### config.mk
export PLATFORM = sky130hd
export DESIGN_NAME = seven_seg_demux
export DESIGN_NICKNAME = d
export VERILOG_FILES = /design/src/rtl/seven_seg_pkg.sv /design/src/rtl/seg7_to_hex.sv /design/src/rtl/seven_seg_demux.sv
export SDC_FILE = /design/constraint.sdc
export NUM_CORES = 1
export LEC_CHECK = 0
export CORE_MARGIN = 3
export CORE_UTILIZATION = 40
export CTS_CLUSTER_DIAMETER = 60
export DETAILED_ROUTE_END_ITERATION = 10
export PLACE_DENSITY = 0.61
export SYNTH_ARGS = -nofsm -noshare
export SYNTH_HDL_FRONTEND = slang
export SYNTH_SLANG_ARGS = --single-unit
### constraint.sdc
create_clock -name clk -period 2 [get_ports clk]
set_clock_uncertainty 0.1 [all_clocks]
set_input_delay 0.3 -clock clk [delete_from_list [all_inputs] [get_ports clk]]
set_output_delay 0.3 -clock clk [all_outputs]
set_load 0.05 [all_outputs]
### src/rtl/seven_seg_pkg.sv
// Shared constants for the seven-segment demultiplexer: glyph table,
// nominal strobe spacing and the capture FSM state type.
package seven_seg_pkg;

  localparam int FREQ_DEFAULT = 12500;

  typedef enum logic {
    WAIT_HI = 1'b0,
    WAIT_LO = 1'b1
  } state_t;

  // Canonical gfedcba patterns; index n holds the glyph for hex digit n.
  localparam logic [15:0][6:0] GLYPH = {
    7'h71, 7'h79, 7'h5E, 7'h39, 7'h7C, 7'h77, 7'h6F, 7'h7F,
    7'h07, 7'h7D, 7'h6D, 7'h66, 7'h4F, 7'h5B, 7'h06, 7'h3F
  };

endpackage

### src/rtl/seg7_to_hex.sv
// Combinational glyph decoder: a canonical pattern yields its hex value
// with ok=1, anything else yields 0 with ok=0.
module seg7_to_hex
  import seven_seg_pkg::*;
(
  input  logic [6:0] glyph,
  output logic [3:0] hex,
  output logic       ok
);

  always_comb begin
    hex = 4'd0;
    ok  = 1'b0;
    for (int i = 0; i < 16; i++) begin
      if (glyph == GLYPH[i]) begin
        hex = 4'(i);
        ok  = 1'b1;
      end
    end
  end

endmodule

### src/rtl/seven_seg_demux.sv
// Rebuilds a high/low digit pair from a strobed, multiplexed segment bus and
// tracks link health (lock, staleness, too-fast strobes).
module seven_seg_demux
  import seven_seg_pkg::*;
#(
  parameter int FREQ    = FREQ_DEFAULT,
  parameter int TIMEOUT = 25002,
  parameter int CBITS   = 15
) (
  input  logic        clk,
  input  logic        rst,
  input  logic [6:0]  segment,
  input  logic        sig,
  output logic [13:0] both7seg,
  output logic [3:0]  hex_hi,
  output logic [3:0]  hex_lo,
  output logic        ok_hi,
  output logic        ok_lo,
  output logic        frame,
  output logic        locked,
  output logic        stale,
  output logic        err_fast
);

  state_t             state_reg, state_next;
  logic [CBITS-1:0]   gap_reg, gap_next;
  logic [13:0]        both_reg, both_next;
  logic               frame_reg, frame_next;
  logic               locked_reg, locked_next;
  logic               stale_reg, stale_next;
  logic               err_fast_reg, err_fast_next;
  logic               seen_reg, seen_next;
  logic               timeout_hit;

  assign timeout_hit = (gap_reg == CBITS'(TIMEOUT));

  always_comb begin
    state_next    = state_reg;
    gap_next      = gap_reg;
    both_next     = both_reg;
    frame_next    = 1'b0;
    locked_next   = locked_reg;
    stale_next    = stale_reg;
    err_fast_next = err_fast_reg;
    seen_next     = seen_reg;
    if (sig) begin
      // A strobe always wins over a coincident timeout.
      gap_next   = '0;
      stale_next = 1'b0;
      seen_next  = 1'b1;
      if (seen_reg && (gap_reg < CBITS'(FREQ)))
        err_fast_next = 1'b1;
      case (state_reg)
        WAIT_HI: begin
          both_next[13:7] = segment;
          state_next      = WAIT_LO;
        end
        default: begin
          both_next[6:0] = segment;
          frame_next     = 1'b1;
          locked_next    = 1'b1;
          state_next     = WAIT_HI;
        end
      endcase
    end else if (timeout_hit) begin
      stale_next  = 1'b1;
      locked_next = 1'b0;
      state_next  = WAIT_HI;
    end else begin
      gap_next = gap_reg + 1'b1;
    end
  end

  always_ff @(posedge clk) begin
    if (rst) begin
      state_reg    <= WAIT_HI;
      gap_reg      <= '0;
      both_reg     <= '0;
      frame_reg    <= 1'b0;
      locked_reg   <= 1'b0;
      stale_reg    <= 1'b0;
      err_fast_reg <= 1'b0;
      seen_reg     <= 1'b0;
    end else begin
      state_reg    <= state_next;
      gap_reg      <= gap_next;
      both_reg     <= both_next;
      frame_reg    <= frame_next;
      locked_reg   <= locked_next;
      stale_reg    <= stale_next;
      err_fast_reg <= err_fast_next;
      seen_reg     <= seen_next;
    end
  end

  logic [1:0][3:0] hex_w;
  logic [1:0]      ok_w;

  // Digit 1 is the high slot, digit 0 the low slot.
  generate
    for (genvar gi = 0; gi < 2; gi++) begin : g_dec
      seg7_to_hex u_dec (
        .glyph (both_reg[gi*7 +: 7]),
        .hex   (hex_w[gi]),
        .ok    (ok_w[gi])
      );
    end
  endgenerate

  assign both7seg = both_reg;
  assign hex_hi   = hex_w[1];
  assign hex_lo   = hex_w[0];
  assign ok_hi    = ok_w[1];
  assign ok_lo    = ok_w[0];
  assign frame    = frame_reg;
  assign locked   = locked_reg;
  assign stale    = stale_reg;
  assign err_fast = err_fast_reg;

endmodule

==> impl_metrics.env, run 1 <==
export IMPL_io_buffers=37
export IMPL_relSlewSlack=0.665
export IMPL_drtIter0Drc=101
export IMPL_cap_violations=0
export IMPL_use_met1=0.219
export IMPL_fmax_mhz=438
export IMPL_cts_htree_levels=2
export IMPL_drc=0
export IMPL_synth_edff_count=0
export IMPL_setup_viol=7
export IMPL_cts_made_buffers=5
export IMPL_fin_crit_sh=1.14
export IMPL_fillers=413
export IMPL_use_met2=0.301
export IMPL_multi_input_area_mm2=0.00141
export IMPL_place_inst=365
export IMPL_finalCriticalPeriod_ns=2.28
export IMPL_die_w_um=77.9
export IMPL_postCtsHoldBufs=0
export IMPL_netlist_area_mm2=0.00207
export IMPL_fin_nets=334
export IMPL_power_density_mw_per_mm2=525
export IMPL_place_gp_congestion=0.830
export IMPL_wl_per_cell_um=13.9
export IMPL_cp_max_fo=7
export IMPL_clockRootBuffer="clkbuf_8"
export IMPL_syn_area_per_cell_um2=7.91
export IMPL_row_count=25
export IMPL_cp_end_kind="output port"
export IMPL_synth_cell_types=52
export IMPL_irDropWorstVdd_mv=0.400
export IMPL_overflow=0
export IMPL_diodes=0
export IMPL_final_cells=390
export IMPL_largest_reg_flops=15
export IMPL_hp_class="reg2reg"
export IMPL_num_vias=2067
export IMPL_synthCells=261
export IMPL_slew_viol_final=0
export IMPL_core_area_mm2=0.00485
export IMPL_tns_ns=-1.04
export IMPL_synth_top_area_cell="dfxtp_1"
export IMPL_synth_fp_nets=273
export IMPL_seq_area_frac_synth=0.339
export IMPL_p_leak_nw=1.22
export IMPL_crit_path_start_kind="register"
export IMPL_hpwl_um=3680
export IMPL_grt_busiest_layer="met2"
export IMPL_dr_pass1_iters=4
export IMPL_grt_pass1_vias=1920
export IMPL_ys_ff_latch=35
export IMPL_final_cell_area_mm2=0.00309
export IMPL_netlist_top_cells_area="dfxtp_1 (34%), nor2_1 (5.1%), nand2_1 (4.9%)"
export IMPL_grt_max_degree=20
export IMPL_viasPerCell=5.30
export IMPL_grt_pass1_wl_um=8710
export IMPL_regArea_um2=743
export IMPL_violations="negative setup slack"
export IMPL_start_util=0.426
export IMPL_clock_sinks=35
export IMPL_status="finished, violations left"
export IMPL_area_growth_pct=49.4
export IMPL_final_core_util=0.637
export IMPL_dpl_instance_area_mm2=0.00274
export IMPL_insertion_delay_ns=0.28
export IMPL_drt_wl_total_um=5420
export IMPL_worstMarginPinSlew_ns=0.502
export IMPL_worst_slack_ns=-0.284
export IMPL_drive_above_1_share=0.341
export IMPL_grt_use_total=0.177
export IMPL_path_clk_slew_ns=0.07
export IMPL_rsz0062_at_grt="yes"
export IMPL_ant_nets=0
export IMPL_synth_top_area_frac=0.339
export IMPL_clk_path_buf_depth=2
export IMPL_pin_count=38
export IMPL_die_area_mm2=0.00606
export IMPL_criticalPathCategory="reg2out"
export IMPL_async_flop_share=0
export IMPL_yosys_warnings=0
export IMPL_die_h_um=77.9
export IMPL_cts_tree="yes"
export IMPL_required_ns=1.60
export IMPL_yosys_most_used_dff="dfxtp_1"
export IMPL_antenna_found_initial=0
export IMPL_grt_util_met3=0.0429
export IMPL_hold_violations=0
export IMPL_crit_arrival_ns=1.88
-- routing by layer --
metal | wire [um] | up-vias
li1 | - | 1050
met1 | 2350 | 967
met2 | 2770 | 42
met3 | 233 | 8
met4 | 67 | 0
met5 | 0 | -
-- final timing paths --
| kind | from | endpoint | cells past startpoint | slack (ns) |
|---|---|---|---|---|
| worst min register to register | stale | stale | 2 | 0.35 |
| worst max register to register | gap_reg[0] | state_reg | 7 | 0.34 |
| worst max-delay path | both7seg[3] | hex_lo[1] | 6 | -0.28 |
| worst min-delay path | stale | stale | 2 | 0.35 |
-- stage by stage --
| step | hold slack, ns | total power, mW | setup slack [ns] |
|---|---|---|---|
| floorplan | 0.340 | 0.945 | -0.222 |
| detailed placement | 0.342 | 1.04 | -0.0105 |
| global placement | 0.338 | 1.04 | 0.00341 |
| CTS | 0.353 | 1.63 | -0.320 |
| finish | 0.347 | 1.62 | -0.284 |
| global route | 0.369 | 1.70 | -0.387 |
-- power breakdown --
part / switching, mW / internal, mW / leakage [nW]
Combinational: 0.172 / 0.136 / 0.870
Sequential: 0.0426 / 0.715 / 0.294
Clock: 0.241 / 0.314 / 0.0515
Total: 0.456 / 1.17 / 1.22
-- worst max-delay path: stages, from the launching register on --
cell	delay, ns
dfxtp_4	0.36
nor2b_4	0.13
mux2_4	0.28
a41oi_2	0.15
mux2i_1	0.12
or3b_4	0.40
buf_12	0.16
-- area by class of cell --
| type | count | share of cell area |
|---|---|---|
| multi-input cells | 199 | 0.455 |
| flip-flops and latches | 35 | 0.241 |
| repair buffers | 75 | 0.237 |
| clock buffers | 8 | 0.0324 |
| well taps | 67 | 0.0272 |
| inverters | 6 | 0.00730 |
-- logic make-up after synthesis --
| kind of cell | Yosys count | share of synthesized area |
|---|---|---|
| AO/OA/AOI/OAI | 45 | 0.145 |
| XOR/XNOR | 14 | 0.0594 |
| adder cells (fa/ha/maj) | 3 | 0.0170 |
| buffers and inverters | 27 | 0.0618 |
| flip-flops | 35 | 0.339 |
| multiplexers | 11 | 0.0563 |
| AND/OR/NAND/NOR | 126 | 0.322 |
-- cell usage after synthesis (all sizes together) (3+ instances only) --
library cell and number:
o21ai 9, nand3b 3, xnor2 6, nor3 9
nand2b 7, buf 6, a21oi 16, nand2 27
xor2 8, nor4 5, nand3 20, clkbuf 15
inv 6, nand4 5, o2111ai 3, a31oi 3
dfxtp 35, or3 3, mux2i 9, nor2b 3
nor2 28
-- placed cells by master, fill, tap and decap left out, types with 3 or more instances in the layout --
cell type,n
a21oi_1,16
buf_12,10
buf_4,47
buf_6,3
clkbuf_8,7
clkdlybuf4s50_1,14
dfxtp_1,21
dfxtp_2,4
dfxtp_4,10
inv_1,6
mux2i_1,9
nand2_1,25
nand2b_1,6
nand3_1,18
nand3b_1,3
nand4_1,5
nor2_1,28
nor3_1,5
nor3_2,3
nor4_1,3
o21ai_0,4
o21ai_1,3
xnor2_1,6
xor2_1,8
-- what timing repair did --
action                                  in CTS  in global routing
resized for setup                           19                 10
cloned                                       0                  0
pin swaps                                   11                  8
endpoints found under the setup margin      10                 10
setup buffers                               11                  6
Power figures use the tool's default switching activity.
==> run 2, diff against run 1 <==
- HOLD_SLACK_MARGIN: not set -> 0.02
- REMOVE_ABC_BUFFERS: not set -> 1
- SKIP_LAST_GASP: not set -> 1
==> impl_metrics.env, run 2 (synthesis results as in run 1) <==
export IMPL_status="finished, violations left"
export IMPL_violations="negative setup slack"
export IMPL_mostFrequentLayoutCell="buf_4"
export IMPL_grt_pass1_wl_um=8930
export IMPL_place_gp_congestion=0.903
export IMPL_place_ws_ns=-0.0545
export IMPL_finalCriticalPeriod_ns=2.27
export IMPL_antenna_found_initial=0
export IMPL_fin_crit_sh=1.14
export IMPL_worstMarginPinSlew_ns=0.491
export IMPL_slew_viol_final=0
export IMPL_relSlewSlack=0.671
export IMPL_cts_tree="yes"
export IMPL_irDropWorstVdd_mv=0.304
export IMPL_dpl_instance_area_mm2=0.00271
export IMPL_cp_max_fo=4
export IMPL_hpwl_um=3760
export IMPL_clockRootBuffer="clkbuf_8"
export IMPL_area_growth_pct=50.0
export IMPL_place_inst=375
export IMPL_cts_htree_levels=2
export IMPL_power_density_mw_per_mm2=548
export IMPL_ant_nets=0
export IMPL_start_util=0.426
export IMPL_io_buffers=37
export IMPL_total_power_mw=1.70
export IMPL_viasPerCell=5.38
export IMPL_required_ns=1.60
export IMPL_grt_use_total=0.180
export IMPL_criticalPathCategory="reg2out"
export IMPL_dr_pass1_iters=4
export IMPL_final_cells=391
export IMPL_overflow=0
export IMPL_final_cell_area_mm2=0.00310
export IMPL_crit_arrival_ns=1.87
export IMPL_rsz0062_at_grt="yes"
export IMPL_postCtsHoldBufs=0
export IMPL_clk_path_buf_depth=2
export IMPL_grt_pass1_vias=2003
export IMPL_timing_hold_ws_ns=0.346
export IMPL_regArea_um2=731
export IMPL_pin_count=38
export IMPL_drive_above_1_share=0.346
export IMPL_drc=0
export IMPL_row_count=25
export IMPL_cts_made_buffers=5
export IMPL_final_cell_mix="buf_4 (44), nor2_1 (28), nand2_1 (25), dfxtp_1 (23)"
export IMPL_setup_viol=8
export IMPL_worst_slack_ns=-0.273
export IMPL_p_leak_nw=1.22
export IMPL_crit_path_start_kind="register"
export IMPL_core_area_mm2=0.00485
export IMPL_die_h_um=77.9
export IMPL_cap_violations=0
export IMPL_largest_reg_flops=15
export IMPL_fmax_mhz=440
export IMPL_clock_sinks=35
export IMPL_die_w_um=77.9
export IMPL_num_vias=2105
export IMPL_die_area_mm2=0.00606
export IMPL_diodes=0
export IMPL_multi_input_area_mm2=0.00136
export IMPL_path_clk_slew_ns=0.07
export IMPL_grt_max_degree=20
export IMPL_hold_violations=0
export IMPL_insertion_delay_ns=0.29
export IMPL_cp_end_kind="output port"
export IMPL_drtIter0Drc=109
export IMPL_drt_wl_total_um=5520
export IMPL_hp_class="reg2reg"
export IMPL_fillers=417
export IMPL_wl_per_cell_um=14.1
export IMPL_fin_nets=336
run 2: cell count changes in the layout (fill, tap and decap cells not counted), moves of 3 or more:
cell / delta
dfxtp_4: -4
buf_4: -3
nand3_2: +4
buf_6: +5
run 2: path summary, 6_finish.rpt:
check                    from          to  slack (ns)  cells past startpoint
setup / recovery  both7seg[1]   hex_lo[1]       -0.27                      6
hold / removal          stale       stale        0.35                      2
setup reg to reg   gap_reg[0]  gap_reg[2]        0.31                      7
hold reg to reg         stale       stale        0.35                      2
run 2: power by group:
part           switching, mW  internal [mW]  leakage (nW)
clock network          0.243          0.364        0.0502
logic                  0.190          0.151         0.873
registers             0.0315          0.718         0.292
total                  0.464           1.23          1.22
run 2: cell type report:
class,instances,share of cell area
Multi-Input combinational cell,199,0.439
Timing Repair Buffer,77,0.257
Sequential cell,35,0.236
Tap cell,67,0.0271
Clock buffer,5,0.0222
Clock inverter,2,0.0121
Inverter,6,0.00727
run 2: critical path, stage by stage (launching register included):
cell,delay (ns)
dfxtp_4,0.36
nor2b_1,0.15
mux2_4,0.27
a41oi_2,0.12
mux2i_1,0.12
or3b_4,0.42
buf_12,0.16
run 2: through the flow:
step | util | setup TNS, ns
6_report | 0.639 | -1.31
5_1_grt | 0.639 | -1.98
4_1_cts | 0.610 | -1.28
3_5_place_dp | 0.559 | -0.0772
3_3_place_gp | 0.559 | -0.0298
2_1_floorplan | - | -4.94
run 2: per-layer routing:
| layer | up-vias | part of all wire | wire, um | global-route usage |
|---|---|---|---|---|
| met4 | 0 | 0.013 | 74 | 0.0427 |
| met2 | 57 | 0.49 | 2710 | 0.309 |
| met3 | 11 | 0.056 | 312 | 0.0499 |
| met5 | - | 0 | 0 | 0 |
| li1 | 1053 | - | - | - |
| met1 | 984 | 0.44 | 2430 | 0.222 |
run 2: repair_timing:
| item | in CTS | in global routing |
|---|---|---|
| buffers inserted | 4 | 6 |
| endpoints found under the setup margin | 10 | 10 |
| gates resized for setup | 34 | 23 |
| hold endpoints to repair | 0 | 0 |
| pin swaps | 8 | 13 |
| cloned | 0 | 0 |
